`src/rtl/rf_pkg.sv`:
```
// Shared types and constants for the register-file writeback arbiter.
//   XLEN     : register data width
//   NREG     : number of architectural registers (x0 hardwired to zero)
//   RA_W     : register address width
//   ZERO_REG : address of the hardwired-zero register
//   wb_req_t : one pending writeback (destination register + data)
package rf_pkg;

  localparam int unsigned XLEN = 32;
  localparam int unsigned NREG = 32;
  localparam int unsigned RA_W = $clog2(NREG);

  localparam logic [RA_W-1:0] ZERO_REG = '0;

  typedef struct packed {
    logic [RA_W-1:0] rd;
    logic [XLEN-1:0] data;
  } wb_req_t;

endpackage

```
`src/rtl/rf_wb_fifo.sv`:
```
// Small circular FIFO buffering memory-path writeback requests.
//   clk, rst_n    : clock, asynchronous active-low reset (clears pointers/count)
//   push_i        : write push_data_i at the tail (ignored when full without pop)
//   push_data_i   : request to enqueue
//   pop_i         : drop the head entry (ignored when empty)
//   head_o        : current head entry, valid when empty_o is low
//   count_o       : number of stored entries
//   full_o/empty_o: occupancy flags
module rf_wb_fifo
  import rf_pkg::*;
#(
  parameter int unsigned DEPTH = 2,
  localparam int unsigned CNT_W = $clog2(DEPTH + 1)
) (
  input  logic             clk,
  input  logic             rst_n,
  input  logic             push_i,
  input  wb_req_t          push_data_i,
  input  logic             pop_i,
  output wb_req_t          head_o,
  output logic [CNT_W-1:0] count_o,
  output logic             full_o,
  output logic             empty_o
);

  localparam int unsigned PTR_W = (DEPTH > 1) ? $clog2(DEPTH) : 1;

  wb_req_t          mem_q [DEPTH];
  logic [PTR_W-1:0] wr_ptr_q, wr_ptr_d;
  logic [PTR_W-1:0] rd_ptr_q, rd_ptr_d;
  logic [CNT_W-1:0] count_q, count_d;
  logic             do_push;
  logic             do_pop;

  // Pointer increment wrapping at DEPTH, which need not be a power of two.
  function automatic logic [PTR_W-1:0] ptr_inc(input logic [PTR_W-1:0] p);
    if (p == PTR_W'(DEPTH - 1)) return '0;
    return p + PTR_W'(1);
  endfunction

  assign empty_o = (count_q == '0);
  assign full_o  = (count_q == CNT_W'(DEPTH));
  assign count_o = count_q;
  assign head_o  = mem_q[rd_ptr_q];

  // A full FIFO can still take a push when the head leaves on the same edge.
  assign do_pop  = pop_i & ~empty_o;
  assign do_push = push_i & (~full_o | do_pop);

  // Next-state pointers and occupancy.
  always_comb begin
    wr_ptr_d = wr_ptr_q;
    rd_ptr_d = rd_ptr_q;
    count_d  = count_q;
    if (do_push) wr_ptr_d = ptr_inc(wr_ptr_q);
    if (do_pop)  rd_ptr_d = ptr_inc(rd_ptr_q);
    case ({do_push, do_pop})
      2'b10:   count_d = count_q + CNT_W'(1);
      2'b01:   count_d = count_q - CNT_W'(1);
      default: count_d = count_q;
    endcase
  end

  // Control state.
  always_ff @(posedge clk or negedge rst_n) begin
    if (!rst_n) begin
      wr_ptr_q <= '0;
      rd_ptr_q <= '0;
      count_q  <= '0;
    end else begin
      wr_ptr_q <= wr_ptr_d;
      rd_ptr_q <= rd_ptr_d;
      count_q  <= count_d;
    end
  end

  // Storage; contents are don't-care until pushed, so no reset.
  always_ff @(posedge clk) begin
    if (do_push) mem_q[wr_ptr_q] <= push_data_i;
  end

endmodule

```
`src/rtl/rf_wb_arbiter.sv`:
```
// Shares the register file's single write port between the ALU result path
// (never stalled, highest priority) and the memory/load path (buffered in a
// small FIFO, back-pressured via mem_ready). Tracks pending writes in a busy
// scoreboard and stalls issue on RAW/WAW hazards.
//   clk, rst_n                         : clock, asynchronous active-low reset
//   issue_valid/rs1/rs2/rd             : instruction presented by decode
//   issue_stall                        : combinational hazard stall to decode
//   alu_valid/alu_rd/alu_data          : ALU writeback (cannot be held off)
//   mem_valid/mem_rd/mem_data          : memory writeback offer
//   mem_ready                          : combinational FIFO accept
//   rf_regwrite/rf_write_reg/_data     : registered write port to reg_file
//   busy_vec                           : registered scoreboard, bit 0 always 0
module rf_wb_arbiter
  import rf_pkg::*;
#(
  parameter int unsigned MEM_BUF_DEPTH = 2
) (
  input  logic            clk,
  input  logic            rst_n,
  input  logic            issue_valid,
  input  logic [RA_W-1:0] issue_rs1,
  input  logic [RA_W-1:0] issue_rs2,
  input  logic [RA_W-1:0] issue_rd,
  output logic            issue_stall,
  input  logic            alu_valid,
  input  logic [RA_W-1:0] alu_rd,
  input  logic [XLEN-1:0] alu_data,
  input  logic            mem_valid,
  input  logic [RA_W-1:0] mem_rd,
  input  logic [XLEN-1:0] mem_data,
  output logic            mem_ready,
  output logic            rf_regwrite,
  output logic [RA_W-1:0] rf_write_reg,
  output logic [XLEN-1:0] rf_write_data,
  output logic [NREG-1:0] busy_vec
);

  localparam int unsigned CNT_W = $clog2(MEM_BUF_DEPTH + 1);

  wb_req_t          mem_req;
  wb_req_t          fifo_head;
  logic [CNT_W-1:0] fifo_count;
  logic             fifo_full;
  logic             fifo_empty;
  logic             fifo_push;
  logic             fifo_pop;
  logic             mem_accept;
  logic             mem_bypass;

  logic             wr_valid;
  wb_req_t          wr_req;

  logic             rf_regwrite_q, rf_regwrite_d;
  logic [RA_W-1:0]  rf_write_reg_q, rf_write_reg_d;
  logic [XLEN-1:0]  rf_write_data_q, rf_write_data_d;
  logic [NREG-1:0]  busy_q, busy_d;

  assign mem_req.rd   = mem_rd;
  assign mem_req.data = mem_data;

  rf_wb_fifo #(
    .DEPTH (MEM_BUF_DEPTH)
  ) u_fifo (
    .clk         (clk),
    .rst_n       (rst_n),
    .push_i      (fifo_push),
    .push_data_i (mem_req),
    .pop_i       (fifo_pop),
    .head_o      (fifo_head),
    .count_o     (fifo_count),
    .full_o      (fifo_full),
    .empty_o     (fifo_empty)
  );

  // Hazard stall against any pending write; busy_q[0] is never set.
  assign issue_stall = issue_valid &
                       (busy_q[issue_rs1] | busy_q[issue_rs2] | busy_q[issue_rd]);

  // Head leaves whenever the ALU does not claim the port.
  assign fifo_pop  = ~alu_valid & ~fifo_empty;
  assign mem_ready = (fifo_count < CNT_W'(MEM_BUF_DEPTH)) | (fifo_full & fifo_pop);

  // An idle port with an empty FIFO lets a fresh memory result skip storage.
  assign mem_accept = mem_valid & mem_ready;
  assign mem_bypass = mem_accept & ~alu_valid & fifo_empty;
  assign fifo_push  = mem_accept & ~mem_bypass;

  // Write-port arbitration: ALU, then FIFO head, then bypassed memory result.
  always_comb begin
    wr_valid = 1'b0;
    wr_req   = '0;
    if (alu_valid) begin
      wr_valid    = 1'b1;
      wr_req.rd   = alu_rd;
      wr_req.data = alu_data;
    end else if (!fifo_empty) begin
      wr_valid = 1'b1;
      wr_req   = fifo_head;
    end else if (mem_bypass) begin
      wr_valid = 1'b1;
      wr_req   = mem_req;
    end
  end

  // Port and scoreboard next state; a same-edge set beats the clear.
  always_comb begin
    rf_regwrite_d   = wr_valid & (wr_req.rd != ZERO_REG);
    rf_write_reg_d  = rf_write_reg_q;
    rf_write_data_d = rf_write_data_q;
    busy_d          = busy_q;
    if (wr_valid) begin
      rf_write_reg_d  = wr_req.rd;
      rf_write_data_d = wr_req.data;
    end
    if (wr_valid && (wr_req.rd != ZERO_REG)) busy_d[wr_req.rd] = 1'b0;
    if (issue_valid && !issue_stall && (issue_rd != ZERO_REG)) busy_d[issue_rd] = 1'b1;
    busy_d[ZERO_REG] = 1'b0;
  end

  always_ff @(posedge clk or negedge rst_n) begin
    if (!rst_n) begin
      rf_regwrite_q   <= 1'b0;
      rf_write_reg_q  <= '0;
      rf_write_data_q <= '0;
      busy_q          <= '0;
    end else begin
      rf_regwrite_q   <= rf_regwrite_d;
      rf_write_reg_q  <= rf_write_reg_d;
      rf_write_data_q <= rf_write_data_d;
      busy_q          <= busy_d;
    end
  end

  assign rf_regwrite   = rf_regwrite_q;
  assign rf_write_reg  = rf_write_reg_q;
  assign rf_write_data = rf_write_data_q;
  assign busy_vec      = busy_q;

endmodule

```
`config.mk`:
```
export PLATFORM = sky130hd
export DESIGN_NAME = rf_wb_arbiter
export DESIGN_NICKNAME = d
export VERILOG_FILES = /design/src/rtl/rf_pkg.sv /design/src/rtl/rf_wb_fifo.sv /design/src/rtl/rf_wb_arbiter.sv
export SDC_FILE = /design/constraint.sdc
export NUM_CORES = 1
export LEC_CHECK = 0
export ABC_AREA = 1
export CORE_MARGIN = 2
export CORE_UTILIZATION = 42
export CTS_BUF_LIST = sky130_fd_sc_hd__clkbuf_16
export CTS_CLUSTER_SIZE = 20
export DETAILED_ROUTE_END_ITERATION = 10
export GPL_TIMING_DRIVEN = 0
export PLACE_DENSITY_LB_ADDON = 0.25
export SYNTH_ARGS = -nofsm -noshare
export SYNTH_HDL_FRONTEND = slang
export SYNTH_SLANG_ARGS = --single-unit
```
`constraint.sdc`:
```
create_clock -name clk -period 3.88 [get_ports clk]
set_clock_uncertainty 0.15 [all_clocks]
set_input_delay 0.388 -clock clk [delete_from_list [all_inputs] [get_ports clk]]
set_output_delay 0.388 -clock clk [all_outputs]
set_load 0.03 [all_outputs]
```
==> key figures, run 1 <==
Outcome
  – Status: finished, final reports clean

Routing
  – Via count of the routed design: 6758
  – Initial drt markers: 548
  – TritonRoute pass-1 iters: 6
  – Vias/cell: 5.32
  – Routed WL: 21800 µm
  – Detailed-route DRC error count: 0
  – Antenna Nets Post-Route: 0
  – WL/cell: 17.2 µm

Synthesis
  – Ys async rst share: 49.7%
  – Post-Synth XOR/XNOR Area: 0.477%
  – Synthesized area: 7340 µm²
  – Post-synth top area cell: edfxtp_1
  – Fraction of the mapped netlist area in simple logic gates: 24.9%
  – Area share of the leading cell type in the synthesized netlist: 30.3%
  – Largest cells by area after synthesis: edfxtp_1 30%, dfrtp_1 25%, nand2_1 14%
  – Synth warn: 0
  – Synthesized flop and latch total: 147
  – Cells after Synth: 848
  – Post-synth top cells: 275 x nand2_1, 74 x edfxtp_1, 74 x o21ai_0, 73 x dfrtp_1, 73 x inv_1
  – Most common cell in the synthesized netlist: nand2_1
  – Mean post-synth cell area: 8.66 µm²
  – Synth Area in Adders: 0.170%
  – Largest family of logic cells by synthesized area: simple AND/OR/NAND/NOR gates
  – Synth Area in Compound Gates: 12.4%
  – Most common flop cell mapped by yosys: edfxtp_1
  – Post-synthesis mux area share: 0.136%
  – EDFF count, synth: 74
  – Sequential-to-total area share from yosys stat: 55.1%
  – Cell variety after synth: 31
  – Syn nets: 943

Global route
  – Vias in the first global route: 6470
  – Initial antenna violation count: 1
  – Largest net degree at the start of global routing: 55
  – Grt ovf: 0
  – Global Route Usage Sum: 24.4%
  – First-pass GRT wire length: 34400 µm

Final layout
  – Final Net Count: 1127
  – Max reg flops: 74
  – Area growth syn-to-layout: 34.8%
  – Top reg by flops: u_fifo.mem_q
  – Layout cells sized above 1: 7.66%
  – Final std cells w/o fill: 1271
  – Final core occ: 57.6%

Worst setup path
  – FF-to-FF path depth: 7
  – Worst EP arrival: 3200 ps
  – Crit-path cells: clkdlybuf4s50_1, inv_1, nor3_1, nand2_1, nand2_1, inv_1, nand2_1, nor2_1, nand3_1, nor2_4, buf_6, nor2_1, clkdlybuf4s50_1
  – Most frequent CP cell: nand2_1
  – Endpoint class of the critical path: output port
  – Worst-path fanout max: 10
  – Reg2Reg Capture Point: u_fifo.count_o[1]
  – Critical R2R Launch: u_fifo.count_o[0]
  – CP peak stage delay: 720 ps
  – CP required: 3340 ps
  – WS Path Type: in2out
  – Setup slack, reg-to-reg: 1360 ps
  – Slowest-stage cell, CP: clkdlybuf4s50_1
  – Crit start category: primary input

Place
  – Input/output buffers: 161
  – HPWL Detailed: 15800 µm
  – DP Worst Slack: 165 ps
  – Placed insts: 1237
  – Final GP Congestion: 0.905

STA
  – F_max: 268 MHz
  – RSZ-0062 raised after global routing: false
  – Slew HR: 38.2%
  – PnR worst setup slack: 145 ps
  – Fin. Hold Viols: 0
  – Final Setup Violations: 0
  – Final period utilization: 96.3%
  – Final min period: 3740 ps
  – Max Slew Vio Count: 0
  – Worst Max-Slew Pin Slew: 919 ps

Die
  – Num ports: 166
  – Core Rows: 48
  – Die Wd: 136 µm
  – Core region area: 17200 µm²
  – Initial Util: 42.8%
  – Die Y: 136 µm
  – Area of the die: 18600 µm²

CTS
  – Clk buf depth: 2
  – CTS tree: built
  – # clock sinks: 147
  – Total CTS buffers: 17
  – Skew-Pair Late Insertion Delay: 430 ps
  – Root Buffer: clkbuf_16
  – # H-tree levels: 4
  – Reg clk slew, reported paths: 70 ps

Min path
  – Worst hold path class: in2async

Power and ir drop
  – Pwr dens: 715 nW/µm²
  – Leak Pwr: 4.26 nW
  – Max VDD drop: 0.467 mV

Flow run
  – Number of max-cap violations: 0
[cells in the final DEF, fill, tap and decap left out, types with 2 or more instances in the layout]
master | Yosys | final
edfxtp_1 | 74 | 74
buf_6 | 4 | 4
xor2_1 | 3 | 3
nand2_1 | 275 | 275
o211ai_1 | 27 | 27
inv_2 | 4 | 4
buf_4 | 2 | 3
nor3_1 | 8 | 7
a41oi_1 | 15 | 15
a221oi_2 | 2 | 2
nand4_1 | 32 | 32
inv_8 | 0 | 3
nor2_4 | 2 | 4
inv_6 | 0 | 6
buf_12 | 0 | 2
o21ai_0 | 74 | 74
clkbuf_16 | 0 | 17
nand3_1 | 48 | 48
nor2_1 | 45 | 43
buf_2 | 9 | 9
a22oi_1 | 14 | 14
clkbuf_1 | 25 | 25
o21ai_1 | 4 | 4
dfrtp_1 | 73 | 73
nor2_2 | 2 | 2
clkdlybuf4s50_1 | 0 | 160
a21oi_1 | 9 | 9
clkinv_1 | 1 | 2
clkinv_4 | 0 | 2
inv_1 | 73 | 73
or2_2 | 17 | 17
[how the worst max path moves through the flow]
| stage | slack, ps | cells after the start | endpoint | start |
|---|---|---|---|---|
| after floorplan | 40 | 4 | u_fifo.mem_q[0][0] | alu_valid |
| after global placement | -1010 | 5 | u_fifo.mem_q[0][20] | alu_valid |
| after detailed placement | 170 | 13 | issue_stall | issue_rd[4] |
| after CTS | 160 | 13 | issue_stall | issue_rd[4] |
| after global routing | 30 | 13 | issue_stall | issue_rd[3] |
| final | 140 | 13 | issue_stall | issue_rd[2] |
[worst max-delay path, delay by kind of cell]
kind	cells	cell delay, ps
buffers and inverters	5	1570
and+or+nand+nor	8	1230
[layer usage]
metal	GRT usage, %	vias up	part of all wire [%]
met5	0	-	0
met1	32.2	3165	42
met2	38.6	299	47
met3	6.30	37	8.8
li1	-	3257	-
met4	9.09	0	2.3
[metrics by stage]
stage          total power, mW  hold WS, ps  setup TNS [ps]  instance area, µm²
6_report                  7.07          242               0                9900
5_1_grt                   7.48          268               0                9900
4_1_cts                   7.08          245               0                9890
3_5_place_dp              5.52          162               0                9320
3_3_place_gp              5.46          315         -111810                9240
2_1_floorplan             4.21        -57.6               0                7340
[where the power goes]
part | internal [mW] | switching (mW) | leakage, nW
sequential | 2.15 | 0.381 | 1.59
combinational | 1.12 | 1.87 | 2.40
clock | 0.845 | 0.709 | 0.276
total | 4.11 | 2.96 | 4.26
[what timing repair did]
| action | CTS | global route |
|---|---|---|
| setup buffers | 0 | 0 |
| endpoints found under the setup margin | 0 | 1 |
| resized for setup | 0 | 1 |
| hold buffers | 1 | 0 |
| hold endpoints to repair | 19 | 0 |
[cell type report]
class                   count  area (µm²)
repair buffers            165        1690
plain buffers              40         199
inverters                  78         293
clock buffers              17         425
fillers                  1500        7280
diodes                      1        2.50
clock inverters            15         136
well taps                 225         282
flip-flops and latches    147        4050
multi-input cells         583        2820
[logic make-up (layout without fill, tap and decap cells)]
family,count (synthesis),in the layout
buf+inv,118,315
mux,1,1
flops,147,147
other cells,1,2
simple gates,430,430
xor+xnor,4,4
fa+ha+maj,1,1
compound gates,146,146
Note: power is estimated with default switching activity, not from simulation.
==> run 2: changes to the inputs <==
--- a/config.mk
+++ b/config.mk
@@ -7,7 +7,7 @@
 export LEC_CHECK = 0
 export ABC_AREA = 1
 export CORE_MARGIN = 2
-export CORE_UTILIZATION = 42
+export CORE_UTILIZATION = 51
 export CTS_BUF_LIST = sky130_fd_sc_hd__clkbuf_16
 export CTS_CLUSTER_SIZE = 20
 export DETAILED_ROUTE_END_ITERATION = 10
@@ -16,3 +16,4 @@
 export SYNTH_ARGS = -nofsm -noshare
 export SYNTH_HDL_FRONTEND = slang
 export SYNTH_SLANG_ARGS = --single-unit
+export TNS_END_PERCENT = 5
==> run 2 against run 1 <==
Via count grew 1.1%. Die area shrank 17%. Sequential cell count is the same. Count of clock-buffer cells in the layout is the same. Largest cell class unchanged.
==> key figures, run 2 (synthesis results as in run 1) <==
Routing
  – Antenna Nets Post-Route: 0 (unchanged)
  – Vias/cell: 5.58 (+4.9%)
  – Initial drt markers: 682 (+24%)
  – WL/cell: 17.4 µm (+1.3%)
  – Detailed-route DRC error count: 0 (unchanged)
  – Via count of the routed design: 6834 (+1.1%)
  – TritonRoute pass-1 iters: 5 (-1)
  – Routed WL: 21300 µm (-2.3%)

STA
  – Fin. Hold Viols: 0 (unchanged)
  – Max Slew Vio Count: 0 (unchanged)
  – Final period utilization: 94.2% (-2.0 points)
  – Final min period: 3660 ps (-79.4 ps)
  – Slew HR: 27.6% (-11 points)
  – PnR worst setup slack: 224 ps (+79.4 ps)
  – RSZ-0062 raised after global routing: false
  – Hold WS: 311 ps (+69.7 ps)
  – Final Setup Violations: 0 (unchanged)
  – Worst Max-Slew Pin Slew: 1080 ps (+158 ps)
  – F_max: 274 MHz (+2.2%)

Die
  – Initial Util: 52.5% (+9.7 points)
  – Core region area: 14000 µm² (-19%)
  – Core Rows: 43 (-10%)
  – Die Y: 124 µm (-9.0%)
  – Area of the die: 15400 µm² (-17%)
  – Die Wd: 124 µm (-9.0%)
  – Num ports: 166 (unchanged)

Final layout
  – Diode count: 0 (-1)
  – Final Net Count: 1127 (unchanged)
  – Area growth syn-to-layout: 33.0%
  – Fillers: 1126 (-25%)
  – Final core occ: 69.8% (+12 points)
  – Layout cells sized above 1: 6.89% (-0.77 points)
  – Most frequent cells in the layout: 275 x nand2_1, 160 x clkdlybuf4s50_1, 77 x inv_1, 74 x o21ai_0, 74 x edfxtp_1
  – Max reg flops: 74 (unchanged)
  – Final instance area: 9770 µm² (-1.3%)
  – Final std cells w/o fill: 1225 (-3.6%)
  – Top reg by flops: u_fifo.mem_q
  – Commonest non-fill, non-tap cell in the layout: nand2_1

Worst setup path
  – Worst setup path end: issue_stall
  – Reg2Reg Capture Point: u_fifo.count_o[1]
  – Critical Path Start: issue_rd[4]
  – Slowest-stage cell, CP: clkdlybuf4s50_1
  – Crit path max-delay family: buffers and inverters
  – Crit start category: primary input
  – CP required: 3340 ps (about the same)
  – Crit-path cells: clkdlybuf4s50_1, inv_1, nor3_1, nand2_1, nand2_1, inv_1, nand2_1, nor2_1, nand3_1, nor2_4, buf_6, nor2_1, clkdlybuf4s50_1
  – Worst-path fanout max: 10 (unchanged)
  – Setup slack, reg-to-reg: 1410 ps (+50 ps)
  – WS Path Type: in2out
  – Worst EP arrival: 3120 ps (-80 ps)
  – Endpoint class of the critical path: output port
  – CP peak stage delay: 680 ps (-40 ps)
  – Critical R2R Launch: u_fifo.count_o[0]
  – Crit path buf inv count: 5 (unchanged)
  – Most frequent CP cell: nand2_1
  – Critical path depth: 13 (unchanged)
  – FF-to-FF path depth: 7 (unchanged)

CTS
  – # H-tree levels: 4 (unchanged)
  – Post-cts sizing count: 0 (unchanged)
  – Root Buffer: clkbuf_16
  – Skew-Pair Late Insertion Delay: 420 ps (about the same)
  – Clk buf depth: 2 (unchanged)
  – Hold buffers post-CTS: 1 (unchanged)
  – Reg clk slew, reported paths: 60 ps (about the same)
  – # clock sinks: 147 (unchanged)
  – Setup Fix Bufs, Post-CTS: 0 (unchanged)
  – Total CTS buffers: 17 (unchanged)
  – CTS tree: built

Global route
  – Initial antenna violation count: 1 (unchanged)
  – Largest net degree at the start of global routing: 42 (-24%)
  – First-pass GRT wire length: 33300 µm (-3.1%)
  – Vias in the first global route: 6438 (-0.49%)
  – Grt ovf: 0 (unchanged)
  – Global Route Usage Sum: 28.9% (+4.6 points)

Power and ir drop
  – Max VDD drop: 0.520 mV (+11%)
  – Pwr dens: 708 nW/µm² (-0.91%)
  – Leak Pwr: 4.24 nW (-0.51%)

Min path
  – Worst hold path class: in2async

Place
  – Placed insts: 1192 (-3.6%)
  – HPWL Detailed: 15200 µm (-3.9%)
  – DP Worst Slack: 291 ps (+125 ps)
  – Dpl cell area: 9250 µm² (-0.69%)
  – Input/output buffers: 161 (unchanged)
  – Final GP Congestion: 0.957 (+5.7%)

Flow run
  – Number of max-cap violations: 0 (unchanged)

Outcome
  – Status: finished, final reports clean
[run 2: cell count changes in the layout (fill, tap and decap cells not counted), sizes merged]
cell	previous run	this run
clkinvlp	1	2
inv	86	83
clkinv	6	8
diode	1	0
[run 2: layer usage]
layer / routed length (µm) / track usage (%) / vias up
met3: 1870 / 6.32 / 40
met1: 8610 / 37.9 / 3181
met2: 10400 / 47.9 / 367
li1: - / - / 3244
met4: 429 / 10.0 / 2
met5: 13 / 0 / -
[run 2: area by class of cell]
class / instances / area, µm² / area share (%)
flip-flops and latches: 147 / 4050 / 41.5
clock inverters: 15 / 77.6 / 0.794
multi-input cells: 583 / 2820 / 28.9
inverters: 78 / 293 / 3.00
repair buffers: 165 / 1680 / 17.2
plain buffers: 40 / 199 / 2.04
clock buffers: 17 / 425 / 4.36
well taps: 180 / 225 / 2.31
[run 2: how the worst min path moves through the flow]
stage                              to             from  depth (start not counted)
finish              rf_write_data[20]            rst_n                          2
global route        rf_write_data[20]            rst_n                          2
detailed placement  rf_write_data[20]            rst_n                          1
floorplan                busy_vec[10]            rst_n                          0
CTS                 rf_write_data[20]            rst_n                          2
global placement      rf_write_reg[1]  rf_write_reg[1]                          2
[run 2: power breakdown]
group	internal (mW)	total, mW	switching [mW]	leakage [nW]
Sequential	2.15	2.52	0.374	1.59
Combinational	1.12	2.99	1.87	2.40
Clock	0.796	1.41	0.614	0.258
Total	4.06	6.92	2.86	4.24
[run 2: worst reg2reg max path, stage by stage (launching register included)]
cell,delay [ps]
dfrtp_1,450
nor2_2,100
nor2_1,420
clkbuf_1,500
ha_1,360
a21oi_1,110
o21ai_0,110
xor2_1,150
[run 2: per-stage QoR]
stage | total power, mW | setup TNS (ps)
6_report | 6.92 | 0
5_1_grt | 7.30 | 0
4_1_cts | 6.91 | 0
3_5_place_dp | 5.48 | 0
3_3_place_gp | 5.41 | -95940
2_1_floorplan | 4.21 | 0
==> run 3: changes to the inputs <==
--- a/config.mk
+++ b/config.mk
@@ -6,7 +6,6 @@
 export NUM_CORES = 1
 export LEC_CHECK = 0
 export ABC_AREA = 1
-export CORE_MARGIN = 2
 export CORE_UTILIZATION = 51
 export CTS_BUF_LIST = sky130_fd_sc_hd__clkbuf_16
 export CTS_CLUSTER_SIZE = 20
==> run 3 against run 2 <==
Combinational power about the same. Setup slack got worse by 2.3 ps. Largest cell class unchanged. Count of clock-buffer cells in the layout unchanged. Register-to-register slack got worse by 40 ps.
==> key figures, run 3 (synthesis results as in run 1) <==
Global route
  – Global Route Usage Sum: 29.9% (+0.99 points)
  – First-pass GRT wire length: 33000 µm (-1.0%)
  – Vias in the first global route: 6423 (-0.23%)
  – Initial antenna violation count: 0 (-1)
  – Grt ovf: 0 (unchanged)
  – Largest net degree at the start of global routing: 44 (+4.8%)

Final layout
  – Top reg by flops: u_fifo.mem_q
  – Footprint of the multi-input gates: 2820 µm² (unchanged)
  – Most frequent cells in the layout: 275 x nand2_1, 160 x clkdlybuf4s50_1, 77 x inv_1, 74 x o21ai_0, 74 x edfxtp_1
  – Commonest non-fill, non-tap cell in the layout: nand2_1
  – Layout cells sized above 1: 6.89% (unchanged)
  – Max reg flops: 74 (unchanged)
  – Final std cells w/o fill: 1225 (unchanged)
  – FF/Latch Area: 4050 µm² (unchanged)
  – Fillers: 1117 (-0.80%)
  – Diode count: 0 (unchanged)
  – Final core occ: 69.9% (about the same)
  – Final Net Count: 1127 (unchanged)
  – Area growth syn-to-layout: 33.1% (about the same)

Die
  – Core region area: 14000 µm² (unchanged)
  – Die Y: 122 µm (-1.6%)
  – Die Wd: 122 µm (-1.6%)
  – Core Rows: 43 (unchanged)
  – Initial Util: 52.5% (unchanged)
  – Area of the die: 14900 µm² (-3.2%)
  – Num ports: 166 (unchanged)

Flow run
  – Number of max-cap violations: 0 (unchanged)

STA
  – Slew HR: 31.2% (+3.6 points)
  – PnR worst setup slack: 222 ps (-2.35 ps)
  – Final min period: 3660 ps (+2.35 ps)
  – Final Setup Violations: 0 (unchanged)
  – Hold WS: 288 ps (-23.0 ps)
  – Max Slew Vio Count: 0 (unchanged)
  – F_max: 273 MHz (about the same)
  – Final period utilization: 94.3% (about the same)
  – Fin. Hold Viols: 0 (unchanged)
  – Worst Max-Slew Pin Slew: 1020 ps (-54.2 ps)
  – RSZ-0062 raised after global routing: false

Worst setup path
  – Worst-path fanout max: 10 (unchanged)
  – Setup slack, reg-to-reg: 1370 ps (-40 ps)
  – CP required: 3340 ps (about the same)
  – Crit start category: primary input
  – WS Path Type: in2out
  – Critical R2R Launch: u_fifo.count_o[0]
  – Endpoint class of the critical path: output port
  – Worst EP arrival: 3120 ps (about the same)
  – Reg2Reg Capture Point: u_fifo.count_o[1]
  – FF-to-FF path depth: 7 (unchanged)

Place
  – HPWL Detailed: 15100 µm (-0.89%)
  – DP Worst Slack: 266 ps (-25.0 ps)
  – Input/output buffers: 161 (unchanged)
  – Final GP Congestion: 0.956 (about the same)
  – Placed insts: 1192 (unchanged)

CTS
  – Skew-Pair Late Insertion Delay: 420 ps (about the same)
  – # clock sinks: 147 (unchanged)
  – Post-cts sizing count: 0 (unchanged)
  – CTS tree: built
  – Hold buffers post-CTS: 1 (unchanged)
  – Clk buf depth: 2 (unchanged)
  – Reg clk slew, reported paths: 70 ps (about the same)
  – Setup Fix Bufs, Post-CTS: 0 (unchanged)
  – Root Buffer: clkbuf_16
  – Total CTS buffers: 17 (unchanged)
  – # H-tree levels: 4 (unchanged)

Routing
  – Vias/cell: 5.60 (+0.34%)
  – TritonRoute pass-1 iters: 5 (unchanged)
  – Antenna Nets Post-Route: 0 (unchanged)
  – Initial drt markers: 576 (-16%)
  – Via count of the routed design: 6857 (+0.34%)
  – Detailed-route DRC error count: 0 (unchanged)
  – Routed WL: 21300 µm (-0.29%)
  – WL/cell: 17.4 µm (-0.29%)

Power and ir drop
  – Leak Pwr: 4.25 nW (+0.27%)
  – Pwr dens: 709 nW/µm² (about the same)
  – Max VDD drop: 0.485 mV (-6.7%)

Min path
  – Worst hold path class: in2async

Outcome
  – Status: finished, final reports clean
## run 3: critical path: stages
cell	delay (ps)
clkdlybuf4s50_1	550
inv_1	120
nor3_1	530
nand2_1	110
nand2_1	80
inv_1	40
nand2_1	60
nor2_1	60
nand3_1	120
nor2_4	90
buf_6	140
nor2_1	130
clkdlybuf4s50_1	690
## run 3: cell type report
| class | instances | share of cell area (%) |
|---|---|---|
| clock inverters | 15 | 0.794 |
| plain buffers | 40 | 2.04 |
| repair buffers | 165 | 17.3 |
| clock buffers | 17 | 4.35 |
| inverters | 78 | 3.00 |
| well taps | 180 | 2.30 |
| flip-flops and latches | 147 | 41.4 |
| multi-input cells | 583 | 28.8 |
## run 3: worst max path at each step
| stage | from | to | depth (start not counted) |
|---|---|---|---|
| after floorplan | alu_valid | u_fifo.mem_q[0][0] | 4 |
| final | issue_rd[4] | issue_stall | 13 |
| after CTS | issue_rd[4] | issue_stall | 13 |
| after global routing | issue_rd[4] | issue_stall | 13 |
| after global placement | alu_valid | u_fifo.mem_q[0][13] | 5 |
| after detailed placement | issue_rd[4] | issue_stall | 13 |
## run 3: stage by stage
stage	total power, mW	TNS, ps	area [µm²]
floorplan	4.21	0	7340
global placement	5.41	-99940	9180
detailed placement	5.48	0	9260
CTS	6.92	0	9770
global route	7.29	0	9770
finish	6.93	0	9770
## run 3: where the power goes
group | internal [mW] | switching, mW
combinational | 1.12 | 1.86
clock | 0.797 | 0.620
sequential | 2.15 | 0.382
## run 3: layer usage
metal | GRT usage [%] | share of wire (%)
met3 | 7.77 | 9.6
met1 | 37.6 | 39
met5 | 0 | 0
met2 | 49.3 | 49
met4 | 11.8 | 1.9
